$ cat src/rtl/hsiao_ecc_enc_stream.sv
// hsiao_ecc_enc_stream: streaming multi-lane Hsiao SECDED encoder with one-shot error injection
package hsiao_ecc_pkg;
    localparam int MaxProt  = 16;
    localparam int MaxTotal = 1040;
    typedef logic [MaxProt-1:0][MaxTotal-1:0] matrix_t;
    // Data columns are distinct odd-weight vectors of weight >= 3, lowest weight first and
    // ascending value within a weight; check columns form the identity, so every column is odd.
    function automatic matrix_t hsiao_matrix(input int dw, input int pw);
        matrix_t m;
        int col;
        m = '0;
        col = 0;
        for (int w = 3; w <= pw; w += 2) begin
            for (int v = 0; v < (1 << pw); v++) begin
                if (col < dw && $countones(v) == w) begin
                    for (int i = 0; i < pw; i++) m[i][col] = v[i];
                    col++;
                end
            end
        end
        for (int i = 0; i < pw; i++) m[i][dw+i] = 1'b1;
        return m;
    endfunction
endpackage

module hsiao_ecc_enc_stream #(
    parameter int DataWidth  = 32,
    parameter int ProtWidth  = $clog2(DataWidth) + 2,
    parameter int TotalWidth = DataWidth + ProtWidth,
    parameter int NumLanes   = 1,
    parameter int CntWidth   = 16,
    localparam int LaneWidth = (NumLanes > 1) ? $clog2(NumLanes) : 1
) (
    input  logic                           clk_i,
    input  logic                           rst_ni,
    input  logic                           clear_i,
    input  logic                           in_valid_i,
    output logic                           in_ready_o,
    input  logic [NumLanes*DataWidth-1:0]  in_data_i,
    input  logic                           inj_valid_i,
    input  logic [LaneWidth-1:0]           inj_lane_i,
    input  logic [TotalWidth-1:0]          inj_mask_i,
    output logic                           out_valid_o,
    input  logic                           out_ready_i,
    output logic [NumLanes*TotalWidth-1:0] out_data_o,
    output logic [NumLanes-1:0]            out_injected_o,
    output logic [CntWidth-1:0]            beat_cnt_o
);
    localparam hsiao_ecc_pkg::matrix_t H = hsiao_ecc_pkg::hsiao_matrix(DataWidth, ProtWidth);

    if (ProtWidth < $clog2(DataWidth) + 2) begin : g_prot_chk
        $error("ProtWidth is below the SECDED minimum for DataWidth");
    end
    if (ProtWidth > hsiao_ecc_pkg::MaxProt || TotalWidth > hsiao_ecc_pkg::MaxTotal) begin : g_size_chk
        $error("Codeword exceeds the supported matrix size");
    end

    function automatic logic [TotalWidth-1:0] encode(input logic [DataWidth-1:0] d);
        logic [TotalWidth-1:0] c;
        c = '0;
        c[DataWidth-1:0] = d;
        for (int i = 0; i < ProtWidth; i++) c[DataWidth+i] = ^(d & H[i][DataWidth-1:0]);
        return c;
    endfunction

    logic                                 out_valid_q;
    logic [NumLanes*TotalWidth-1:0]       out_data_q, enc_d;
    logic [NumLanes-1:0]                  out_inj_q, inj_d, armed_q, armed_d;
    logic [NumLanes-1:0][TotalWidth-1:0]  mask_q, mask_d;
    logic [CntWidth-1:0]                  cnt_q, cnt_d;
    logic                                 accept;

    assign in_ready_o     = !out_valid_q || out_ready_i;
    assign accept         = in_valid_i && in_ready_o;
    assign out_valid_o    = out_valid_q;
    assign out_data_o     = out_data_q;
    assign out_injected_o = out_inj_q;
    assign beat_cnt_o     = cnt_q;
    assign cnt_d          = clear_i ? '0 : (accept && cnt_q != '1) ? cnt_q + 1'b1 : cnt_q;

    // Per-lane encode plus injection: a same-cycle arm wins over the stored mask, clear vetoes all.
    always_comb begin : p_lanes
        logic arm, hit;
        logic [TotalWidth-1:0] m;
        enc_d   = '0;
        inj_d   = '0;
        armed_d = armed_q;
        mask_d  = mask_q;
        for (int l = 0; l < NumLanes; l++) begin
            arm = inj_valid_i && (inj_lane_i == LaneWidth'(l));
            hit = !clear_i && (arm || armed_q[l]);
            m = arm ? inj_mask_i : mask_q[l];
            inj_d[l] = hit;
            enc_d[l*TotalWidth +: TotalWidth] = encode(in_data_i[l*DataWidth +: DataWidth]) ^ (hit ? m : '0);
            mask_d[l] = (arm && !clear_i) ? inj_mask_i : mask_q[l];
            armed_d[l] = hit && !accept;
        end
    end

    // Output register: load on accept, drop valid on a drain-only handshake, hold otherwise.
    always_ff @(posedge clk_i or negedge rst_ni) begin
        if (!rst_ni) begin
            out_valid_q <= 1'b0;
            out_data_q  <= '0;
            out_inj_q   <= '0;
        end else if (accept) begin
            out_valid_q <= 1'b1;
            out_data_q  <= enc_d;
            out_inj_q   <= inj_d;
        end else if (out_ready_i) begin
            out_valid_q <= 1'b0;
        end
    end

    // Injection arming state and saturating beat counter.
    always_ff @(posedge clk_i or negedge rst_ni) begin
        if (!rst_ni) begin
            armed_q <= '0;
            mask_q  <= '0;
            cnt_q   <= '0;
        end else begin
            armed_q <= armed_d;
            mask_q  <= mask_d;
            cnt_q   <= cnt_d;
        end
    end
endmodule

$ cat config.mk
export PLATFORM = sky130hd
export DESIGN_NAME = hsiao_ecc_enc_stream
export DESIGN_NICKNAME = d
export VERILOG_FILES = /design/src/rtl/hsiao_ecc_enc_stream.sv
export SDC_FILE = /design/constraint.sdc
export NUM_CORES = 1
export LEC_CHECK = 0
export CORE_AREA = 3 3 137 139
export CTS_CLUSTER_SIZE = 20
export DETAILED_ROUTE_END_ITERATION = 6
export DIE_AREA = 0 0 140 142
export HOLD_SLACK_MARGIN = 0.06
export SETUP_SLACK_MARGIN = 0.4
export SYNTH_ARGS = -nofsm -noshare
export SYNTH_HDL_FRONTEND = slang
export SYNTH_SLANG_ARGS = --single-unit
$ cat constraint.sdc
create_clock -name clk_i -period 3.8 [get_ports clk_i]
set_input_delay 0.57 -clock clk_i [delete_from_list [all_inputs] [get_ports clk_i]]
set_output_delay 0.57 -clock clk_i [all_outputs]
set_load 0.03 [all_outputs]
==> results of run 1 <==
report_power, final:
part           internal [mW]  switching (mW)
Combinational          0.504           0.548
Sequential              1.20           0.110
Clock                  0.443           0.404
Total                   2.15            1.06
worst max-delay path: cells and delay by family:
| family | cells | cell delay [ps] |
|---|---|---|
| buf+inv | 2 | 1170 |
| simple gates | 1 | 200 |
per-stage QoR:
stage,cell area [sq um],setup WS (ps),cells
3_5_place_dp,6840,898,881
2_1_floorplan,5250,1840,539
4_1_cts,7110,1290,897
6_report,7110,1290,897
3_3_place_gp,6840,962,881
5_1_grt,7110,1160,897
layer usage:
layer | vias up | global-route usage
met5 | - | 0
met4 | 2 | 0.0505
met3 | 15 | 0.0302
met2 | 97 | 0.251
met1 | 2011 | 0.201
li1 | 2021 | -
cell usage in the layout, fill, tap and decap left out, types with 2 or more instances in the layout:
cell type,n
nand2_1,122
and4_1,2
clkbuf_16,9
clkbuf_1,2
o21ai_0,4
xor2_1,27
o211ai_1,2
and3_1,3
o21ai_1,37
clkinv_2,2
clkinvlp_4,3
clkdlybuf4s50_1,134
nor2_1,19
dfrtp_1,97
xnor2_1,86
xnor3_1,2
mux2_2,39
nor3_1,2
nand3_1,6
buf_4,7
a21oi_1,39
xnor2_2,4
nand4_1,7
nand2b_1,2
kinds of logic after synthesis:
| kind of cell | Yosys count | synth area share |
|---|---|---|
| AND/OR/NAND/NOR | 169 | 0.132 |
| XOR/XNOR | 119 | 0.209 |
| flip-flops | 97 | 0.462 |
| AO/OA/AOI/OAI | 85 | 0.0846 |
| multiplexers | 40 | 0.0855 |
| buffers and inverters | 28 | 0.0234 |
| adder cells (fa/ha/maj) | 1 | 0.00238 |
state kept, by name, summed over array words and instances (netlist names):
name            count
mask_q             39
out_injected_o      1
out_valid_o         1
armed_q             1
out_data_o         39
beat_cnt_o         16
final cells by class:
cell class / count / area, sq um / share of cell area
clock buffer: 11 / 233 / 0.0328
timing repair buffer: 141 / 1390 / 0.196
clock inverter: 5 / 32.5 / 0.00458
tap: 229 / 287 / 0.0403
sequential: 97 / 2430 / 0.342
multi-input combinational: 414 / 2730 / 0.385
path summary, 6_finish.rpt:
path	start	to	depth (start not counted)
hold / removal	rst_ni	beat_cnt_o[3]	1
setup / recovery	out_ready_i	in_ready_o	3
min in group clk_i	out_data_o[4]	out_data_o[4]	2
setup reg to reg	armed_q	out_data_o[34]	5
hold reg to reg	out_data_o[4]	out_data_o[4]	2
max in group asynchronous	rst_ni	out_data_o[14]	2
==> flow_summary.ini, run 1 <==
[sta]
fin_skew_ps = 7.36
portion_of_the_clock_cycle_consumed_by_the_worst_path_in_the_final_layout = 0.661
timing.final.hold_violations = 0
grt_setup_unrepaired = no
timing.fmax_mhz = 398
worst_slew_margin_rel = 0.311
worst_slew_pin_slew_ps = 1030
worst_hold_slack_ps = 408
layout_min_cycle_time_ps = 2510
slew_viol_final = 0
report.final.setup_viol = 0
setup_tns_ps = 0

[finish]
final.fill_count = 1755
areaGrowthSynthToFinish_pct = 35.3
antenna_cells_inserted = 0
drive_gt1_frac = 0.105
final_util = 0.400
nets = 742

[synthesis]
synth_cell_type_count = 29
synth_largest_area_cell = dfrtp_1
synthesis.area_per_instance_sq_um = 9.74
synth_edf_count = 0
synth_nets = 618
synthTopCellsByCount = 123 x nand2_1, 97 x dfrtp_1, 86 x xnor2_1, 39 x a21oi_1, 39 x mux2_2
netlist.area_leader.share = 0.462
post_synth_design_cell_area_sq_mm = 0.00525
ys.flop_type = dfrtp_1
synth.most_common_cell = nand2_1
post_synth_main_area_contributors = dfrtp_1 46%, xnor2_1 14%, nand2_1 8.8%, mux2_2 8.4%, xor2_1 4.5%
count_of_synthesis_stage_warnings_from_yosys = 0
postSynth.asyncResetShare = 1.00
ys_seq_area_frac = 0.462
synth-seq-cells = 97
post_synth_inst_count = 539

[setup_path]
crit_type = input port to output port
critPathMaxStageDelay_ps = 720
cpMaxStageDelayCell = clkdlybuf4s50_1
timing.critical_path.mode_cell = clkdlybuf4s50_1
timing.critical_path.fanout_max = 5
endpoint_kind = output port
worst_ep_arrival_time_ps = 1940
reg2reg_setup_slack_ps = 1650
cell_breakdown_of_the_critical_path = clkdlybuf4s50_1 -> nand2b_1 -> clkdlybuf4s50_1
crit_required_ps = 3230
startpoint_type = input port

[die]
io-pin-count = 136
initial_core_util = 0.295
die_w_um = 140
fp.coreArea_sq_mm = 0.0178
die_footprint_sq_mm = 0.0199
std_cell_rows = 49
floorplan.die.height_um = 142

[placed_design]
finalWeightedCongestion = 0.807
port_buffers = 135
place.detailed.hpwl_mm = 11.1

[clock_network]
cts_resized = 0
worst_skew_pair.late_latency_ps = 350
cts.clk_slew.worst_paths_ps = 60
cts_buf_count = 9
postCtsSetupBuffers = 0
clock_tree.buffer_depth = 2
clock-root-buffer = clkbuf_16
cts_max_level = 3
cts_hold_buf = 0
cts_tree = done
clock-sinks = 97

[global_route]
grt_pass1_vias = 4322
grt_first_pass_wirelength_mm = 23.6
grt-ovfl-total = 0
grt_max_degree = 81
antenna_found_initial = 1
groute.usage.overall = 0.152

[routing]
route.detailed.drc = 0
postRouteWirelength_mm = 14.9
met2WireLength_mm = 7.19
met1_length_mm = 6.74
drt_pass1_iterations = 4
dr.max_layer_used = met5
drtAntennaViolNets = 0
drt-wirelength-per-cell_um = 16.7
routed_via_density = 4.62
iteration_0_drc_markers = 189
wl_met3_um = 772
num_vias = 4146

[power_and_ir_drop]
max-vdd-ir-drop_mv = 0.259
power.density_cell_area_mw_per_mm2 = 452
cellLeakagePower_nw = 2.80
post-layout-total-power_mw = 3.21

[outcome]
run_status = finished, final reports clean

[hold_path]
min_delay_path_class = input port to asynchronous set/reset pin

[flow_run]
max_cap_violations = 0
(Power assumes the default switching activity.)
==> run 2: changes to the inputs <==
Clock period 3.8 ns to 2.6 ns, I/O delays scaled along.
==> run 2 against run 1 <==
Non-clock buffer count up 13; clock power grew 77%; largest cell class unchanged; largest power group unchanged; combinational power increased by 50%.
==> flow_summary.ini, run 2 (synthesis results as in run 1) <==
[finish]
drive_gt1_frac = 0.125
nets = 755
final_util = 0.412
seq_area_sq_mm = 0.00243
most_common_cell_after_layout_fill_and_taps_aside = clkdlybuf4s50_1
layout_common_cells = 134 x clkdlybuf4s50_1, 122 x nand2_1, 97 x dfrtp_1, 86 x xnor2_1
areaGrowthSynthToFinish_pct = 39.4
multi_input_comb_area_sq_mm = 0.00273
final.fill_count = 1742

[die]
fp.coreArea_sq_mm = 0.0178
floorplan.die.height_um = 142
die_w_um = 140
std_cell_rows = 49
die_footprint_sq_mm = 0.0199
initial_core_util = 0.295
io-pin-count = 136

[sta]
worst_slew_margin_rel = 0.502
layout_min_cycle_time_ps = 2150
timing.final.hold_violations = 0
setup_tns_ps = 0
report.final.setup_viol = 0
timing.fmax_mhz = 465
fin_skew_ps = 7.31
grt_setup_unrepaired = no
slew_viol_final = 0
portion_of_the_clock_cycle_consumed_by_the_worst_path_in_the_final_layout = 0.826
worst_slew_pin_slew_ps = 748
worst_hold_slack_ps = 86.4

[routing]
drt-wirelength-per-cell_um = 16.7
postRouteWirelength_mm = 15.2
drtAntennaViolNets = 0
drt_pass1_iterations = 4
iteration_0_drc_markers = 197
routed_via_density = 4.61
num_vias = 4201
route.detailed.drc = 0

[setup_path]
worst_ep_arrival_time_ps = 1760
timing.critical_path.fanout_max = 5
endpoint_kind = output port
startpoint_type = input port
crit_required_ps = 2210
crit_type = input port to output port

[clock_network]
cts_max_level = 3
clock_tree.buffer_depth = 2
cts_buf_count = 9
cts.clk_slew.worst_paths_ps = 60
cts_tree = done
clock-root-buffer = clkbuf_16
worst_skew_pair.late_latency_ps = 350
clock-sinks = 97
postCtsSetupBuffers = 0
cts_hold_buf = 0
cts_resized = 0

[power_and_ir_drop]
cellLeakagePower_nw = 2.92
power.density_cell_area_mw_per_mm2 = 682
max-vdd-ir-drop_mv = 0.499

[placed_design]
port_buffers = 135
finalWeightedCongestion = 0.864
place.detailed.hpwl_mm = 11.5

[global_route]
antenna_found_initial = 2
grt-ovfl-total = 0
grt_pass1_vias = 4217
groute.usage.overall = 0.154
grt_max_degree = 81
grt_first_pass_wirelength_mm = 24.0

[flow_run]
max_cap_violations = 0

[hold_path]
min_delay_path_class = input port to asynchronous set/reset pin

[outcome]
run_status = finished, final reports clean
run 2: changes by cell type in the layout (fill, tap and decap cells not counted):
| cell | previous run | this run |
|---|---|---|
| buf_12 | 0 | 3 |
| buf_4 | 7 | 17 |
| bufinv_16 | 0 | 2 |
| clkbuf_1 | 2 | 0 |
| clkbuf_8 | 0 | 3 |
| clkinv_2 | 2 | 1 |
| clkinv_4 | 0 | 1 |
| clkinvlp_4 | 3 | 0 |
| diode_2 | 0 | 1 |
run 2: final timing paths:
path	start	cells after the start	to	slack, ps
setup / recovery	out_ready_i	3	in_ready_o	450
hold / removal	rst_ni	1	beat_cnt_o[3]	90
setup reg to reg	beat_cnt_o[6]	6	beat_cnt_o[3]	780
hold reg to reg	out_data_o[6]	2	out_data_o[6]	480
max in group asynchronous	rst_ni	2	beat_cnt_o[7]	1830
min in group clk_i	out_data_o[6]	2	out_data_o[6]	480
run 2: area by class of cell:
| class | instances | share of cell area |
|---|---|---|
| clock inverter | 4 | 0.0101 |
| antenna | 1 | 0.000342 |
| multi-input combinational | 414 | 0.373 |
| timing repair buffer | 154 | 0.209 |
| clock buffer | 12 | 0.0364 |
| sequential | 97 | 0.332 |
| tap | 229 | 0.0392 |
run 2: worst max-delay path: stages:
cell and delay, ps:
clkdlybuf4s50_1 440, nand2b_1 210, clkdlybuf4s50_1 720
run 2: power breakdown:
part	internal (mW)	switching [mW]
clock	0.922	0.581
sequential	1.76	0.152
combinational	0.759	0.814
run 2: metal layers:
layer | up-vias | wire length (um) | GRT usage
met2 | 97 | 7120 | 0.234
li1 | 2050 | - | -
met3 | 17 | 879 | 0.0420
met4 | 2 | 252 | 0.0490
met5 | - | 13 | 0
met1 | 2035 | 6930 | 0.215
run 2: metrics by stage:
stage               area (sq um)  power, mW  std cells  setup slack, ps
floorplan                   5250       2.85        539              715
global placement            6980       3.50        894              314
detailed placement          6980       3.53        894              310
CTS                         7320       5.06        910              456
global route                7320       5.26        911              417
finish                      7320       4.99        911              452
